--- src/rtl/krz_gpio_filter.sv ---
// rtl/krz_gpio_filter.sv - Synchronised, prescaled, threshold-debounced GPIO inputs with edge events
//
// Purpose:
//   Each of N pad inputs passes through a 2-flop synchroniser. A shared
//   programmable prescaler produces sample ticks. On each tick, every channel
//   counts consecutive samples that differ from its debounced level. It accepts
//   the new level once the count reaches the threshold, and then emits a
//   one-cycle rise or fall event.
//
// Ports:
//   clk       system clock
//   rstz      asynchronous active-low reset (all flops clear to 0)
//   gpio_in   raw asynchronous pad inputs [N]
//   div       sample period in clocks minus one [DIV_W]
//   thresh    consecutive differing samples needed to accept a change, 0 acts as 1 [CNT_W]
//   read      debounced levels [N]
//   rise_evt  one-cycle pulse on read 0->1 [N]
//   fall_evt  one-cycle pulse on read 1->0 [N]
//   irq_mask  per-channel interrupt enable [N]
//   irq_clr   write-1-to-clear for irq_pend [N]
//   irq_pend  sticky event-pending bits [N]
//   irq       registered OR of irq_pend & irq_mask
//
// Build option:
//   KRZ_GPIO_FILTER_IRQ_EN - when defined, the pending and irq flops are built.
//   Otherwise irq_pend and irq are tied to 0, and irq_mask and irq_clr are ignored.

module krz_gpio_filter #(
  parameter int N     = 16,
  parameter int DIV_W = 16,
  parameter int CNT_W = 3
) (
  input  logic             clk,
  input  logic             rstz,
  input  logic [N-1:0]     gpio_in,
  input  logic [DIV_W-1:0] div,
  input  logic [CNT_W-1:0] thresh,
  output logic [N-1:0]     read,
  output logic [N-1:0]     rise_evt,
  output logic [N-1:0]     fall_evt,
  input  logic [N-1:0]     irq_mask,
  input  logic [N-1:0]     irq_clr,
  output logic [N-1:0]     irq_pend,
  output logic             irq
);

  localparam logic [DIV_W-1:0] PC_ONE  = 1;
  localparam logic [CNT_W:0]   CNT_ONE = 1;

  logic [N-1:0]     sync1;
  logic [N-1:0]     raw;
  logic [DIV_W-1:0] pc;
  logic             tick;
  logic [CNT_W:0]   t_eff;

  always_ff @(posedge clk or negedge rstz) begin
    if (!rstz) begin
      sync1 <= '0;
      raw   <= '0;
    end else begin
      sync1 <= gpio_in;
      raw   <= sync1;
    end
  end

  // pc resets to 0, so the first tick lands on the first edge after reset.
  // div is only sampled on reload, so a running period is never cut short.
  assign tick = (pc == '0);

  always_ff @(posedge clk or negedge rstz) begin
    if (!rstz) begin
      pc <= '0;
    end else if (tick) begin
      pc <= div;
    end else begin
      pc <= pc - PC_ONE;
    end
  end

  // The threshold is held one bit wider so that the cnt+1 comparison cannot wrap.
  assign t_eff = (thresh == '0) ? CNT_ONE : {1'b0, thresh};

  for (genvar i = 0; i < N; i++) begin : g_ch
    logic [CNT_W-1:0] cnt;
    logic [CNT_W:0]   cnt_inc;
    logic             read_q;
    logic             rise_q;
    logic             fall_q;

    assign cnt_inc = {1'b0, cnt} + CNT_ONE;

    always_ff @(posedge clk or negedge rstz) begin
      if (!rstz) begin
        cnt    <= '0;
        read_q <= 1'b0;
        rise_q <= 1'b0;
        fall_q <= 1'b0;
      end else begin
        rise_q <= 1'b0;
        fall_q <= 1'b0;
        if (tick) begin
          if (raw[i] == read_q) begin
            cnt <= '0;
          end else if (cnt_inc >= t_eff) begin
            // This also covers a lowered thresh that is already at or below the count.
            read_q <= raw[i];
            cnt    <= '0;
            rise_q <= raw[i];
            fall_q <= ~raw[i];
          end else begin
            cnt <= cnt_inc[CNT_W-1:0];
          end
        end
      end
    end

    assign read[i]     = read_q;
    assign rise_evt[i] = rise_q;
    assign fall_evt[i] = fall_q;
  end

`ifdef KRZ_GPIO_FILTER_IRQ_EN
  // If an event and a clear arrive together, the event wins.
  always_ff @(posedge clk or negedge rstz) begin
    if (!rstz) begin
      irq_pend <= '0;
      irq      <= 1'b0;
    end else begin
      irq_pend <= (irq_pend & ~irq_clr) | rise_evt | fall_evt;
      irq      <= |(irq_pend & irq_mask);
    end
  end
`else
  logic unused_irq_inputs;
  assign unused_irq_inputs = ^{irq_mask, irq_clr};
  assign irq_pend = '0;
  assign irq      = 1'b0;
`endif

endmodule

--- config.mk ---
export PLATFORM = sky130hd
export DESIGN_NAME = krz_gpio_filter
export DESIGN_NICKNAME = d
export VERILOG_FILES = /design/src/rtl/krz_gpio_filter.sv
export SDC_FILE = /design/constraint.sdc
export NUM_CORES = 1
export LEC_CHECK = 0
export CAP_MARGIN = 15
export CORE_UTILIZATION = 57
export CTS_CLUSTER_DIAMETER = 150
export DETAILED_ROUTE_END_ITERATION = 10
export PLACE_DENSITY = 0.81
export SKIP_LAST_GASP = 1
export SYNTH_ARGS = -nofsm -noshare
export SYNTH_HDL_FRONTEND = slang
export SYNTH_SLANG_ARGS = --single-unit
--- constraint.sdc ---
create_clock -name clk -period 5.07 [get_ports clk]
set_input_delay 0.7605 -clock clk [delete_from_list [all_inputs] [get_ports clk]]
set_output_delay 0.7605 -clock clk [all_outputs]
set_load 0.01 [all_outputs]
==> reports/qor.json <==
{
  "cts.hold.buffers_added": 0,
  "grt_first_pass_wirelength_mm": 23.03,
  "synth_edf_count": 0,
  "floorplan.initialDensity": 0.5928,
  "grt_overflow_total": 0,
  "cts_post_setup_buffers_inserted": 0,
  "wire_per_inst_um": 14.75,
  "via_per_inst": 5.434,
  "clock_power_share": 0.470,
  "switching_power_share_of_the_total": 0.2287,
  "top_cell_type_by_total_area_after_synthesis": "sky130_fd_sc_hd__dfrtp_1",
  "dpl.hpwl_mm": 9.074,
  "crit-reg2reg-launch": "pc[0]",
  "dr_total_vias": 4999,
  "floorplan.io_pins": 134,
  "yosys_top_cell_area_share": 0.4759,
  "postCtsResizedCells": 0,
  "hold_viol": 0,
  "areal_power_density_over_the_cells_nw_per_um2": 308.2,
  "grt_util_met3": 0.06334,
  "power_switching_uw": 617.7,
  "asyncSetResetFlopFracSynth": 1.000,
  "tritoncts_num_sinks": 144,
  "rsz0062_at_grt": "false",
  "setup-tns-final_ns": 0,
  "ys_seq_area_frac": 0.4759,
  "static_power_due_to_leakage_nw": 4.215,
  "routed_wl_mm": 13.57,
  "mappedNetlistArea_sq_um": 7572,
  "drv_slew": 0,
  "drtPass1Iterations": 4,
  "n_fill_cell": 920,
  "syn-instance-count": 693,
  "worstHoldPathType": "register to register",
  "synth_flop_cell": "sky130_fd_sc_hd__dfrtp_1",
  "setup_viol": 0,
  "grt_usage": 0.2203,
  "cts_root_buf": "sky130_fd_sc_hd__clkbuf_16",
  "finalClockSkew_ns": 0.007851,
  "worstHoldStart": "sync1[4]",
  "max_cap_viol_count": 0,
  "yosysWarningCount": 0,
  "worst_pin_slew_ns": 0.9426,
  "antenna_found_initial": 0,
  "pin_count_of_the_biggest_net_entering_global_routing": 105,
  "crit_start": "thresh[2]",
  "routability_congestion_estimate_from_global_placement": 0.7635,
  "numCtsBuffers": 17,
  "top_usage_layer": "met2",
  "share_seq_of_total_power": 0.461,
  "antenna_cells": 0,
  "syn-mean-instance-area_sq_um": 10.93,
  "setup.worst_path.class": "input port to register",
  "fin_crit_sh": 0.5972,
  "power_report.internal_total_mw": 2.083,
  "min_period_ns": 3.028,
  "use_met1": 0.2558,
  "layout.nets": 870,
  "critical_path_arrival_ns": 3.34,
  "die_width_um": 117.3,
  "numPlacedInstances": 889,
  "first_global_vias": 5121,
  "fp.coreArea_sq_um": 12770,
  "synth_top_cells_by_area": "sky130_fd_sc_hd__dfrtp_1 (48%), sky130_fd_sc_hd__ha_1 (11%), sky130_fd_sc_hd__buf_4 (6.4%)",
  "clkSlewWorstSetupHoldPaths_ns": 0.06,
  "flow.area_growth_from_synthesis_pct": 15.70,
  "detail-route-antenna-nets": 0,
  "numPortBuffers": 84,
  "max_freq_ghz": 0.3303,
  "post_layout_nonfiller_instances": 920,
  "yosys_register_bits": 144,
  "timing.critical_path.required_ns": 5.38,
  "clock_tree.htree_level_count": 4,
  "setup.worst_path.end_class": "register",
  "clock_tree.buffer_depth": 2,
  "met2_usage": 0.3827,
  "startpoint_types": "input port",
  "vdd.ir_drop.worst_mv": 0.2299,
  "slew_headroom": 0.3712,
  "most_frequent_cell_after_synthesis": "sky130_fd_sc_hd__dfrtp_1",
  "synthTopCellsByCount": "sky130_fd_sc_hd__dfrtp_1 (144), sky130_fd_sc_hd__buf_4 (65), sky130_fd_sc_hd__ha_1 (65)",
  "die_area_sq_um": 13750,
  "run_status": "finished clean",
  "remaining_drc_errors": 0,
  "detailedRoute.firstIterationViolations": 250,
  "critPathMaxFanout": 16,
  "drive_gt1_frac": 0.1003,
  "cts_tree": "done",
  "placementRows": 41,
  "floorplan.die.height_um": 117.3,
  "post_synth_num_cell_types": 35,
  "power.share.combinational": 0.070,
  "clk_latency_ns": 0.43
}
## sequential cells by signal, indices dropped and copies added, names as in the netlist
name and flops:
pc 16, raw 16, g_ch.read_q 16, g_ch.fall_q 16
sync1 16, g_ch.rise_q 16, g_ch.cnt 48
## final cells by class
cell class | instances | area (sq um) | share of cell area
flip-flops and latches | 144 | 3603 | 0.4113
inverters | 29 | 108.9 | 0.01242
clock buffers | 20 | 466.7 | 0.05327
repair buffers | 88 | 872.1 | 0.09954
multi-input cells | 456 | 3357 | 0.3832
clock inverters | 11 | 137.6 | 0.01571
well taps | 172 | 215.2 | 0.02456
## power groups by stage
stage / logic, mW / clock network (mW) / registers, mW
2_1_floorplan: 0.118 / 0 / 1.25
5_1_grt: 0.216 / 1.33 / 1.25
3_5_place_dp: 0.188 / 0 / 1.26
3_3_place_gp: 0.178 / 0 / 1.26
6_report: 0.188 / 1.27 / 1.24
4_1_cts: 0.191 / 1.29 / 1.24
## cells in the final DEF, fill, tap and decap left out, types with 4 or more instances in the layout
master	count
sky130_fd_sc_hd__nor2_1	18
sky130_fd_sc_hd__conb_1	17
sky130_fd_sc_hd__mux2_2	17
sky130_fd_sc_hd__inv_1	29
sky130_fd_sc_hd__o21ai_0	53
sky130_fd_sc_hd__clkbuf_16	17
sky130_fd_sc_hd__ha_1	65
sky130_fd_sc_hd__xor2_1	37
sky130_fd_sc_hd__o211ai_1	17
sky130_fd_sc_hd__dfrtp_1	144
sky130_fd_sc_hd__nand2_1	58
sky130_fd_sc_hd__a21o_1	32
sky130_fd_sc_hd__nor3_1	21
sky130_fd_sc_hd__xnor2_1	5
sky130_fd_sc_hd__clkdlybuf4s50_1	83
sky130_fd_sc_hd__nor3b_1	32
sky130_fd_sc_hd__a21oi_1	20
sky130_fd_sc_hd__nor4_2	7
sky130_fd_sc_hd__nand2b_1	16
sky130_fd_sc_hd__buf_4	4
sky130_fd_sc_hd__a31oi_1	17
sky130_fd_sc_hd__clkinv_2	5
sky130_fd_sc_hd__nor4b_2	9
## layer usage
| metal | wire (um) | vias up |
|---|---|---|
| li1 | - | 2436 |
| met1 | 5766 | 2443 |
| met2 | 7123 | 103 |
| met3 | 503 | 17 |
| met4 | 177 | 0 |
| met5 | 0 | - |
## worst paths after layout
kind,end,slack [ns],depth (start not counted)
min in group asynchronous,raw[10],0.48,1
worst max register to register,g_ch[1].cnt[2],2.09,8
worst min-delay path,raw[4],0.35,0
worst max-delay path,g_ch[0].read_q,2.04,8
worst min register to register,raw[4],0.35,0
max in group asynchronous,g_ch[2].cnt[2],3.52,2
## through the flow
step	area, sq um	util	worst slack (ns)	hold WS (ns)	power [mW]
floorplan	7632	-	2.336	0.3312	1.370
global placement	8157	0.6386	1.680	0.3327	1.436
detailed placement	8157	0.6386	1.613	0.3347	1.449
CTS	8761	0.6859	2.045	0.3470	2.728
global route	8761	0.6859	1.890	0.3504	2.800
finish	8761	0.6859	2.042	0.3459	2.701
## kinds of logic (layout without fill, tap and decap cells)
logic type / after synthesis / after routing / share of synthesized area
xor gates and xnor gates: 42 / 42 / 0.04858
muxes: 17 / 17 / 0.02528
DFF: 144 / 144 / 0.4759
other: 1 / 17 / 0.0004952
and+or+nand+nor: 173 / 173 / 0.1383
adders and majority gates: 65 / 65 / 0.1074
buffers and inverters: 109 / 148 / 0.09005
AOI/OAI and AO/OA: 142 / 142 / 0.1140
## critical path: stages
cell and delay, ns:
sky130_fd_sc_hd__clkdlybuf4s50_1 0.47, sky130_fd_sc_hd__o21bai_2 0.78, sky130_fd_sc_hd__ha_1 0.37, sky130_fd_sc_hd__nand2b_1 0.15, sky130_fd_sc_hd__a21oi_1 0.18, sky130_fd_sc_hd__o21ai_0 0.13, sky130_fd_sc_hd__nand2_1 0.15, sky130_fd_sc_hd__mux2_2 0.35
(Power assumes the default switching activity.)
